[src/rtl/hazard_pkg.sv]
// Shared types and constants for the hazard scoreboard.
// Entry fields are sized for the largest supported configuration
// (32 registers, up to 16 tracked slots); narrower ports are zero-extended.
package hazard_pkg;

  localparam int RV32E_NUM_REGS = 16;

  localparam int ENTRY_RD_W    = 5;
  localparam int ENTRY_AVAIL_W = 4;

  // First slot at which each kind of result exists.
  localparam int AVAIL_ALU  = 0;
  localparam int AVAIL_LOAD = 2;
  localparam int AVAIL_PC4  = 0;
  localparam int AVAIL_IMM  = 0;

  typedef struct packed {
    logic                     valid;
    logic [ENTRY_RD_W-1:0]    rd;
    logic [ENTRY_AVAIL_W-1:0] avail;
  } entry_t;

endpackage

[src/rtl/hazard_lookup.sv]
// Single-operand lookup: finds the youngest in-flight writer of rs and
// decides whether its result can be forwarded yet. Purely combinational.
module hazard_lookup
  import hazard_pkg::*;
#(
  parameter int XLEN  = 32,
  parameter int DEPTH = 4
) (
  input  entry_t [DEPTH-1:0]      slots,
  input  logic [ENTRY_RD_W-1:0]   rs,
  input  logic [XLEN-1:0]         rf_data,
  input  logic [DEPTH*XLEN-1:0]   stage_data,
  output logic [XLEN-1:0]         data,
  output logic                    fwd,
  output logic                    not_ready
);

  logic            hit;
  logic            ready;
  logic [XLEN-1:0] hit_data;

  // Walk from oldest to youngest so the youngest match overwrites older ones;
  // an older ready match is therefore shadowed by a younger unready one.
  always_comb begin
    hit      = 1'b0;
    ready    = 1'b0;
    hit_data = '0;
    for (int k = DEPTH - 1; k >= 0; k--) begin
      if (slots[k].valid && (slots[k].rd == rs) && (rs != '0)) begin
        hit      = 1'b1;
        ready    = (ENTRY_AVAIL_W'(k) >= slots[k].avail);
        hit_data = stage_data[k*XLEN +: XLEN];
      end
    end
  end

  assign fwd       = hit & ready;
  assign not_ready = hit & ~ready;
  assign data      = fwd ? hit_data : rf_data;

endmodule

[src/rtl/hazard_scoreboard.sv]
// Hazard detection and operand forwarding for the in-order pipeline.
// Tracks every in-flight register writer downstream of ID in a shift
// register (slot 0 = EX, slot DEPTH-1 = WB) and supplies forwarded operands
// plus the ID stall. Optional macro HAZARD_PERF_EN adds stall/forward
// performance counters.
module hazard_scoreboard
  import hazard_pkg::*;
#(
  parameter int XLEN        = 32,
  parameter int NUM_REGS    = RV32E_NUM_REGS,
  parameter int DEPTH       = 4,
  parameter int FLUSH_SLOTS = 1,
  localparam int RW = (NUM_REGS > 1) ? $clog2(NUM_REGS) : 1,
  localparam int AW = (DEPTH > 1) ? $clog2(DEPTH) : 1
) (
  input  logic                  clk,
  input  logic                  rst,
  input  logic                  id_valid,
  input  logic [RW-1:0]         id_rs1,
  input  logic [RW-1:0]         id_rs2,
  input  logic                  id_rs1_used,
  input  logic                  id_rs2_used,
  input  logic [RW-1:0]         id_rd,
  input  logic                  id_we,
  input  logic [AW-1:0]         id_avail,
  input  logic [XLEN-1:0]       rf_rs1_data,
  input  logic [XLEN-1:0]       rf_rs2_data,
  input  logic [DEPTH*XLEN-1:0] stage_data,
  input  logic                  flush,
  output logic [XLEN-1:0]       rs1_data,
  output logic [XLEN-1:0]       rs2_data,
  output logic                  rs1_fwd,
  output logic                  rs2_fwd,
`ifdef HAZARD_PERF_EN
  output logic [31:0]           perf_stall_cycles,
  output logic [31:0]           perf_fwd_events,
`endif
  output logic                  stall
);

  entry_t [DEPTH-1:0] slots;
  entry_t [DEPTH-1:0] slots_next;
  logic               rs1_not_ready;
  logic               rs2_not_ready;
  logic               issue;

  hazard_lookup #(.XLEN(XLEN), .DEPTH(DEPTH)) u_lookup_rs1 (
    .slots      (slots),
    .rs         (ENTRY_RD_W'(id_rs1)),
    .rf_data    (rf_rs1_data),
    .stage_data (stage_data),
    .data       (rs1_data),
    .fwd        (rs1_fwd),
    .not_ready  (rs1_not_ready)
  );

  hazard_lookup #(.XLEN(XLEN), .DEPTH(DEPTH)) u_lookup_rs2 (
    .slots      (slots),
    .rs         (ENTRY_RD_W'(id_rs2)),
    .rf_data    (rf_rs2_data),
    .stage_data (stage_data),
    .data       (rs2_data),
    .fwd        (rs2_fwd),
    .not_ready  (rs2_not_ready)
  );

  // A flush kills the instruction in ID, so it can never stall.
  assign stall = id_valid & ~flush &
                 ((id_rs1_used & rs1_not_ready) | (id_rs2_used & rs2_not_ready));

  // Only real, non-x0 writers that actually leave ID get tracked.
  assign issue = id_valid & id_we & (id_rd != '0) & ~stall & ~flush;

  // Next slot contents: new entry (or bubble) into slot 0, everything else
  // shifts one place; a flush invalidates the entries landing in the killed slots.
  always_comb begin
    // NOTE: every combinational output gets a default first, so no path can
    // leave a value held and infer a latch.
    slots_next          = '0;
    slots_next[0].valid = issue;
    slots_next[0].rd    = ENTRY_RD_W'(id_rd);
    slots_next[0].avail = ENTRY_AVAIL_W'(id_avail);
    for (int k = 1; k < DEPTH; k++) begin
      slots_next[k] = slots[k-1];
      if (flush && (k <= FLUSH_SLOTS)) begin
        slots_next[k].valid = 1'b0;
      end
    end
  end

  // Slot register; reset drops every in-flight entry at once.
  always_ff @(posedge clk) begin
    // NOTE: sequential state uses non-blocking assignments, and this small
    // slot array is reset in full because stale valid bits would forward garbage.
    if (rst) begin
      slots <= '0;
    end else begin
      slots <= slots_next;
    end
  end

`ifdef HAZARD_PERF_EN
  logic [1:0] fwd_count;

  assign fwd_count = {1'b0, rs1_fwd} + {1'b0, rs2_fwd};

  // Free-running event counters, wrapping at 2^32.
  always_ff @(posedge clk) begin
    if (rst) begin
      perf_stall_cycles <= '0;
      perf_fwd_events   <= '0;
    end else begin
      if (stall) begin
        perf_stall_cycles <= perf_stall_cycles + 32'd1;
      end
      if (id_valid && !stall) begin
        perf_fwd_events <= perf_fwd_events + 32'(fwd_count);
      end
    end
  end
`endif

endmodule

[config.mk]
export PLATFORM = sky130hd
export DESIGN_NAME = hazard_scoreboard
export DESIGN_NICKNAME = d
export VERILOG_FILES = /design/src/rtl/hazard_pkg.sv /design/src/rtl/hazard_lookup.sv /design/src/rtl/hazard_scoreboard.sv
export SDC_FILE = /design/constraint.sdc
export NUM_CORES = 1
export LEC_CHECK = 0
export BUFFER_PORTS_ARGS = -buffer_cell sky130_fd_sc_hd__buf_2
export CAP_MARGIN = 30
export CORE_ASPECT_RATIO = 0.5
export CORE_MARGIN = 5
export CORE_UTILIZATION = 45
export CTS_CLUSTER_SIZE = 40
export DETAILED_ROUTE_END_ITERATION = 12
export PLACE_DENSITY = 0.83
export REMOVE_ABC_BUFFERS = 1
export SLEW_MARGIN = 20
export SYNTH_ARGS = -nofsm -noshare
export SYNTH_HDL_FRONTEND = slang
export SYNTH_HIERARCHICAL = 1
export SYNTH_SLANG_ARGS = --single-unit
[constraint.sdc]
create_clock -name clk -period 8.1 [get_ports clk]
set_input_delay 2.43 -clock clk [delete_from_list [all_inputs] [get_ports clk]]
set_output_delay 2.43 -clock clk [all_outputs]
set_load 0.02 [all_outputs]
==> qor.txt, run 1 <==
status - completed
DIE HEIGHT - 81.5 um
max reg flops - 26
chip width - 153 um
Design Area, Final - 0.00624 sq mm
Cell Chain, Critical Path - buf_2 -> or4_4 -> o211a_1 -> and2_1 -> or4_4 -> a41oi_4 -> buf_4 -> mux2_1 -> buf_2
Power Density - 70.6 mW/mm^2
largest reg by FF count - slots
combinational share of power - 37.0%
Switching Share - 30.6%
switching power - 0.135 mW
initial antenna violation count - 0
synthesized cell area - 0.00461 sq mm
slowest CP cell - or4_4
YS warnings - 6
area delta synth->final - 35.4%
setup ws final - 0.500 ns
static leakage - 2.91 nW
Starting Density - 45.7%
Worst Path Required - 5.67 ns
n_diodes - 0
share of cells above drive strength 1 - 37.7%
Final setup viols - 0
period utilisation layout - 93.8%
peak supply drop - 0.116 mV
residual DRC count - 0
Core Area - 0.0101 sq mm
HP Class - reg2reg
CTS H-tree lvls - 1
Placement Cell Area - 0.00613 sq mm
total global routing overflow - 0
Via-to-Cell Ratio - 5.97
vias in the first global route - 6,102
Crit path arrival time - 5.17 ns
gr usage total - 28.7%
Top Registers - slots: 26 flops
Net count, final - 1,124
Setup Buffers After CTS - 0
# hold bufs at CTS - 0
I/O pin cnt - 280
critical path type - in2out
clock power share - 32.1%
wire length per cell after detailed routing - 18.8 um
Max-Cap Viols - 0
DP Cell Count - 1,046
Final Max Tran Viols - 0
1st-iter DRT viols - 548
internal power - 0.306 mW
CTS tree - done
root buf cell - clkbuf_16
Rows - 26
Flop pwr share - 30.9%
Num CTS Buffers - 3
post-CTS sizing - 0
CP Buf/Inv Count - 3
largest net degree at the start of global routing - 37
routability cong. - 0.907
min cycle time layout - 7.60 ns
Final Util - 61.8%
hpwl dp - 14,600 um
Post-Synthesis Cells - 653
Setup Total Neg Slack - 0 ns
Total Wirelength - 19,700 um
total clock sinks - 26
crit start category - input pin
first-pass GRT wire length - 30,000 um
Vias - 6,266
Worst-Skew Late Latency - 0.26 ns
final hold violations - 0
Crit path max-delay family - simple AND/OR/NAND/NOR gates
commonest non-fill, non-tap cells in the layout - buf_2 (279), o21ai_0 (100), nand3_1 (78), nand2_1 (58)
Final Non-Filler Cells - 1,050
CP endpoint kind - output pin
pre-CTS setup slack - 0.512 ns
Post-DRT Antenna Nets - 0
RSZ-0062 raised after global routing - no
commonest non-fill, non-tap cell in the layout - buf_2
Die Area - 0.0125 sq mm
port bufs - 279
Max FO, Critical Path - 21
Clock transition at path regs - 0.06 ns
buffers from clock root to sink, at most - 2
Fmax achieved - 132 MHz
TritonRoute pass-1 iters - 5
Crit path largest cell delay - 0.55 ns
Worst Clk Skew - 0.00236 ns
Synth Area per Inst - 7.06 sq um
==> layer usage <==
| layer | vias up | global-route usage, % | wire (um) |
|---|---|---|---|
| met3 | 55 | 4.05 | 1890 |
| met4 | 0 | 9.69 | 441 |
| met1 | 2950 | 35.9 | 7520 |
| li1 | 2874 | - | - |
| met2 | 387 | 51.9 | 9890 |
| met5 | - | 0 | 0 |
==> layout make-up <==
type                            count  area (sq um)
Sequential cell                    26           520
Timing Repair Buffer              302          1570
Clock buffer                        3          75.1
Clock inverter                      1          30.0
Multi-Input combinational cell    528          3680
Inverter                           50           188
Fill cell                         898          3850
Tap cell                          140           175
==> metrics by stage <==
| step | hold slack (ns) | total power [mW] |
|---|---|---|
| finish | 0.448 | 0.440 |
| global route | 0.456 | 0.466 |
| CTS | 0.448 | 0.441 |
| detailed placement | 0.434 | 0.298 |
| global placement | 0.420 | 0.293 |
| floorplan | 0.414 | 0.207 |
==> final timing paths <==
path                          end  slack (ns)  cells past startpoint            startpoint
max reg2reg   slots[9]$_SDFF_PP0_        5.35                     10  slots[24]$_SDFF_PP0_
min          slots[20]$_SDFF_PP0_        0.45                      1  slots[10]$_SDFF_PP0_
min reg2reg  slots[20]$_SDFF_PP0_        0.45                      1  slots[10]$_SDFF_PP0_
max                   rs2_data[6]        0.50                      9             id_rs2[2]
==> worst register-to-register path, stage by stage (launching register included) <==
cell     delay (ns)
dfxtp_1        0.34
xor2_1         0.17
nor4_2         0.35
and2_1         0.20
buf_4          0.37
nand2_1        0.17
a41oi_4        0.27
buf_4          0.27
a41oi_1        0.07
a22oi_1        0.29
and3_1         0.20
==> power by group through the flow <==
| stage | Clock [mW] | Sequential [mW] | Combinational, mW |
|---|---|---|---|
| after CTS | 0.145 | 0.136 | 0.160 |
| after detailed placement | 0 | 0.139 | 0.159 |
| after floorplan | 0 | 0.138 | 0.0697 |
| final | 0.142 | 0.136 | 0.163 |
| after global routing | 0.152 | 0.136 | 0.177 |
| after global placement | 0 | 0.139 | 0.155 |
Note: power is estimated with default switching activity, not from simulation.
==> inputs of run 2 (changes only) <==
--- a/config.mk
+++ b/config.mk
@@ -7,12 +7,12 @@
 export LEC_CHECK = 0
 export BUFFER_PORTS_ARGS = -buffer_cell sky130_fd_sc_hd__buf_2
 export CAP_MARGIN = 30
-export CORE_ASPECT_RATIO = 0.5
+export CORE_ASPECT_RATIO = 2
 export CORE_MARGIN = 5
-export CORE_UTILIZATION = 45
+export CORE_UTILIZATION = 41
 export CTS_CLUSTER_SIZE = 40
 export DETAILED_ROUTE_END_ITERATION = 12
-export PLACE_DENSITY = 0.83
+export PLACE_DENSITY = 0.79
 export REMOVE_ABC_BUFFERS = 1
 export SLEW_MARGIN = 20
 export SYNTH_ARGS = -nofsm -noshare
==> constraint.sdc (replaced) <==
create_clock -name clk -period 6.5 [get_ports clk]
set_input_delay 1.95 -clock clk [delete_from_list [all_inputs] [get_ports clk]]
set_output_delay 1.95 -clock clk [all_outputs]
set_load 0.02 [all_outputs]
==> qor.txt, run 2 (synthesis gave the netlist of run 1 again) <==
status - complete, but fails checks
failing checks - setup timing
HP Class - reg2reg
Power Density - 86.5 mW/mm^2 (+22%)
worst hold margin - 0.457 ns (+0.00926 ns)
peak supply drop - 0.176 mV (+52%)
Sequential Area - 520 sq um (unchanged)
Top Registers - slots: 26 flops
largest net degree at the start of global routing - 44 (+19%)
commonest non-fill, non-tap cells in the layout - buf_2 (269), o21ai_0 (100), nand3_1 (78), nand2_1 (58)
crit start category - input pin
first-pass GRT wire length - 32,600 um (+8.8%)
TritonRoute pass-1 iters - 5 (unchanged)
n_diodes - 0 (unchanged)
DIE HEIGHT - 160 um (+96%)
CTS tree - done
largest reg by FF count - slots
setup ws final - -0.0466 ns (-0.547 ns)
Net count, final - 1,143 (+1.7%)
Max FO, Critical Path - 22 (+4.8%)
Worst Clk Skew - 0.00463 ns (+0.00227 ns)
Num CTS Buffers - 3 (unchanged)
buffers from clock root to sink, at most - 2 (unchanged)
period utilisation layout - 101%
Final Util - 60.0% (-1.8 points)
initial antenna violation count - 1 (+1)
Rows - 54 (+110%)
Via-to-Cell Ratio - 5.92 (-0.77%)
Crit path arrival time - 4.60 ns (-0.57 ns)
hpwl dp - 15,800 um (+8.4%)
max reg flops - 26 (unchanged)
1st-iter DRT viols - 448 (-18%)
min cycle time layout - 6.55 ns
total global routing overflow - 0 (unchanged)
chip width - 85.0 um (-45%)
Worst-Skew Late Latency - 0.27 ns (about the same)
Fmax achieved - 153 MHz
share of cells above drive strength 1 - 40.3% (+2.6 points)
final hold violations - 0 (unchanged)
Clock transition at path regs - 0.07 ns (about the same)
critical path type - in2out
CP endpoint kind - output pin
Final setup viols - 21 (+21)
port bufs - 279 (unchanged)
Post-DRT Antenna Nets - 0 (unchanged)
area delta synth->final - 42.6%
static leakage - 3.08 nW (+6.0%)
CTS H-tree lvls - 1 (unchanged)
Die Area - 0.0136 sq mm (+8.8%)
routability cong. - 0.953 (+5.1%)
gr usage total - 29.5% (+0.71 points)
Total Wirelength - 21,500 um (+9.1%)
DP Cell Count - 1,062 (+1.5%)
filler cell count - 1,031 (+15%)
Worst Path Required - 4.55 ns (-1.12 ns)
Final Non-Filler Cells - 1,069 (+1.8%)
residual DRC count - 0 (unchanged)
vias in the first global route - 6,339 (+3.9%)
area of the multi-input gates - 0.00374 sq mm (+1.8%)
wire length per cell after detailed routing - 20.1 um (+7.2%)
root buf cell - clkbuf_16
RSZ-0062 raised after global routing - yes
Final Max Tran Viols - 0 (unchanged)
total clock sinks - 26 (unchanged)
Max-Cap Viols - 0 (unchanged)
Starting Density - 42.1% (-3.6 points)
Vias - 6,330 (+1.0%)
I/O pin cnt - 280 (unchanged)
Core Area - 0.0109 sq mm (+8.5%)
commonest non-fill, non-tap cell in the layout - buf_2
## run 2: cell count changes in the layout (fill, tap and decap cells not counted), sizes merged
cell	change
buf	+19
## run 2: path summary, 6_finish.rpt
kind / start / end / slack [ns] / depth (start not counted)
min: slots[10]$_SDFF_PP0_ / slots[20]$_SDFF_PP0_ / 0.46 / 1
min reg2reg: slots[10]$_SDFF_PP0_ / slots[20]$_SDFF_PP0_ / 0.46 / 1
max: id_rs2[3] / rs2_data[1] / -0.05 / 9
max reg2reg: slots[24]$_SDFF_PP0_ / slots[9]$_SDFF_PP0_ / 3.85 / 10
## run 2: power breakdown
part	total, mW	switching, mW	internal [mW]
Sequential	0.169	0.00499	0.164
Clock	0.183	0.0604	0.123
Combinational	0.215	0.112	0.103
## run 2: final cells by class
cell class	count	share of cell area [%]
Multi-Input combinational cell	528	57.0
Timing Repair Buffer	321	27.9
Sequential cell	26	7.92
Inverter	50	2.86
Tap cell	140	2.67
Clock buffer	3	1.14
Clock inverter	1	0.457
## run 2: repair_timing
action                                  CTS  global route
buffers inserted                          0             2
hold buffers                              0             0
gates resized for setup                   4            38
cloned                                    0             1
pin swaps                                 0             2
endpoints found under the setup margin    4            61
## run 2: worst max-delay path, cell delays in order
cell and delay, ns:
buf_6 0.09, or4_4 0.53, o211a_1 0.25, and2_4 0.17, or4_4 0.52, a41oi_4 0.33, buf_12 0.22, mux2_2 0.35
buf_4 0.16
## run 2: per-stage QoR
step	cell area (sq um)	setup slack, ns	power, mW	setup TNS (ns)
2_1_floorplan	4360	-2.70	0.258	-165.79
3_3_place_gp	6290	0.0213	0.373	0
3_5_place_dp	6290	-0.0323	0.376	-0.0323
4_1_cts	6410	-0.0140	0.561	-0.0265
5_1_grt	6570	-0.0794	0.595	-2.26
6_report	6570	-0.0466	0.568	-0.654
## run 2: metal layers
layer  up-vias  global-route usage, %  routed length (um)
met2       397                   52.6               11100
met1      2927                   33.5                7640
met4         2                   14.5                1050
li1       2918                      -                   -
met3        86                   3.71                1700
met5         -                      0                  13
==> inputs of run 3 (changes only) <==
--- a/config.mk
+++ b/config.mk
@@ -12,6 +12,7 @@
 export CORE_UTILIZATION = 41
 export CTS_CLUSTER_SIZE = 40
 export DETAILED_ROUTE_END_ITERATION = 12
+export MAX_ROUTING_LAYER = met4
 export PLACE_DENSITY = 0.79
 export REMOVE_ABC_BUFFERS = 1
 export SLEW_MARGIN = 20
==> qor.txt, run 3 (synthesis gave the netlist of run 1 again) <==
# hold bufs at CTS - 0 (unchanged)
Max-Cap Viols - 0 (unchanged)
Die Area - 0.0136 sq mm (unchanged)
CTS tree - done
hpwl dp - 15,800 um (unchanged)
Rows - 54 (unchanged)
vias in the first global route - 6,328 (-0.17%)
peak supply drop - 0.175 mV (-0.16%)
min cycle time layout - 6.54 ns (-0.00368 ns)
initial antenna violation count - 1 (unchanged)
largest net degree at the start of global routing - 44 (unchanged)
HP Class - reg2reg
share of cells above drive strength 1 - 40.3% (unchanged)
Num CTS Buffers - 3 (unchanged)
failing checks - setup timing
commonest non-fill, non-tap cells in the layout - buf_2 (269), o21ai_0 (100), nand3_1 (78), nand2_1 (58)
Top Registers - slots: 26 flops
Final Max Tran Viols - 0 (unchanged)
buffers from clock root to sink, at most - 2 (unchanged)
final hold violations - 0 (unchanged)
area delta synth->final - 42.6% (about the same)
Worst Clk Skew - 0.00381 ns (-0.000821 ns)
largest reg by FF count - slots
Crit path largest cell delay - 0.53 ns (about the same)
total global routing overflow - 0 (unchanged)
routability cong. - 0.971 (+1.8%)
I/O pin cnt - 280 (unchanged)
Final Util - 60.0% (about the same)
RSZ-0062 raised after global routing - yes
Power Density - 86.5 mW/mm^2 (about the same)
Vias - 6,349 (+0.30%)
critical path type - in2out
worst hold margin - 0.457 ns (+0.000120 ns)
CTS H-tree lvls - 1 (unchanged)
1st-iter DRT viols - 455 (+1.6%)
static leakage - 3.08 nW (about the same)
pre-CTS setup slack - -0.0323 ns (unchanged)
port bufs - 279 (unchanged)
status - complete, but fails checks
Post-DRT Antenna Nets - 0 (unchanged)
chip width - 85.0 um (unchanged)
total clock sinks - 26 (unchanged)
first-pass GRT wire length - 32,700 um (+0.21%)
Final setup viols - 22 (+4.8%)
Fmax achieved - 153 MHz (about the same)
Core Area - 0.0109 sq mm (unchanged)
Worst Path Required - 4.55 ns (about the same)
Net count, final - 1,143 (unchanged)
slowest CP cell - or4_4
reg2reg setup slack - 3.85 ns (about the same)
Setup Total Neg Slack - -0.584 ns (+0.0701 ns)
setup ws final - -0.0429 ns (+0.00368 ns)
max reg flops - 26 (unchanged)
critical path's most frequent cell - or4_4
period utilisation layout - 101% (about the same)
commonest non-fill, non-tap cell in the layout - buf_2
Starting Density - 42.1% (unchanged)
crit start category - input pin
TritonRoute pass-1 iters - 5 (unchanged)
CP endpoint kind - output pin
residual DRC count - 0 (unchanged)
gr usage total - 30.3% (+0.89 points)
DIE HEIGHT - 160 um (unchanged)
Crit path arrival time - 4.59 ns (about the same)
Total Wirelength - 21,500 um (about the same)
Cell Chain, Critical Path - buf_6 -> or4_4 -> o211a_1 -> and2_4 -> or4_4 -> a41oi_4 -> buf_12 -> mux2_2 -> buf_4
Via-to-Cell Ratio - 5.93 (+0.21%)
Clock transition at path regs - 0.07 ns (about the same)
root buf cell - clkbuf_16
wire length per cell after detailed routing - 20.1 um (-0.14%)
Worst-Skew Late Latency - 0.27 ns (about the same)
Max FO, Critical Path - 22 (unchanged)
==> run 3: layout make-up <==
class                   count  area [sq um]
diodes                      1          2.50
clock buffers               3          75.1
clock inverters             1          30.0
fillers                  1030          4370
inverters                  50           188
multi-input cells         528          3740
flip-flops and latches     26           520
well taps                 140           175
repair buffers            321          1840
==> run 3: power by group <==
| group | switching [mW] | total [mW] | internal [mW] | leakage [nW] |
|---|---|---|---|---|
| combinational | 0.112 | 0.215 | 0.103 | 2.82 |
| clock | 0.0608 | 0.184 | 0.123 | 0.0511 |
| sequential | 0.00497 | 0.169 | 0.164 | 0.213 |
| total | 0.178 | 0.568 | 0.390 | 3.08 |
==> run 3: worst max-delay path: cells and delay by family <==
family	cells	cell delay (ns)
simple gates	3	1.23
compound gates	2	0.58
buf+inv	3	0.47
mux	1	0.35
==> run 3: path summary, 6_finish.rpt <==
| path | depth (start not counted) | end | from |
|---|---|---|---|
| setup / recovery | 9 | rs2_data[1] | id_rs2[3] |
| hold / removal | 1 | slots[20]$_SDFF_PP0_ | slots[10]$_SDFF_PP0_ |
| setup reg to reg | 10 | slots[9]$_SDFF_PP0_ | slots[24]$_SDFF_PP0_ |
| hold reg to reg | 1 | slots[20]$_SDFF_PP0_ | slots[10]$_SDFF_PP0_ |
==> run 3: what timing repair did <==
action	in CTS	in global routing
pin swaps	0	2
endpoints found under the setup margin	4	61
gates resized for setup	4	38
buffers inserted	0	2
gates cloned	0	1
==> run 3: routing by layer <==
metal | track usage [%] | wire (um)
met5 | - | 0
met4 | 14.3 | 1170
met3 | 3.82 | 1660
met2 | 52.8 | 11100
met1 | 33.6 | 7620
==> run 3: through the flow <==
step                cells  instance area (sq um)  power, mW
global route         1070                   6570      0.595
floorplan             604                   4360      0.258
CTS                  1066                   6410      0.561
global placement     1062                   6290      0.373
detailed placement   1062                   6290      0.376
finish               1070                   6570      0.568
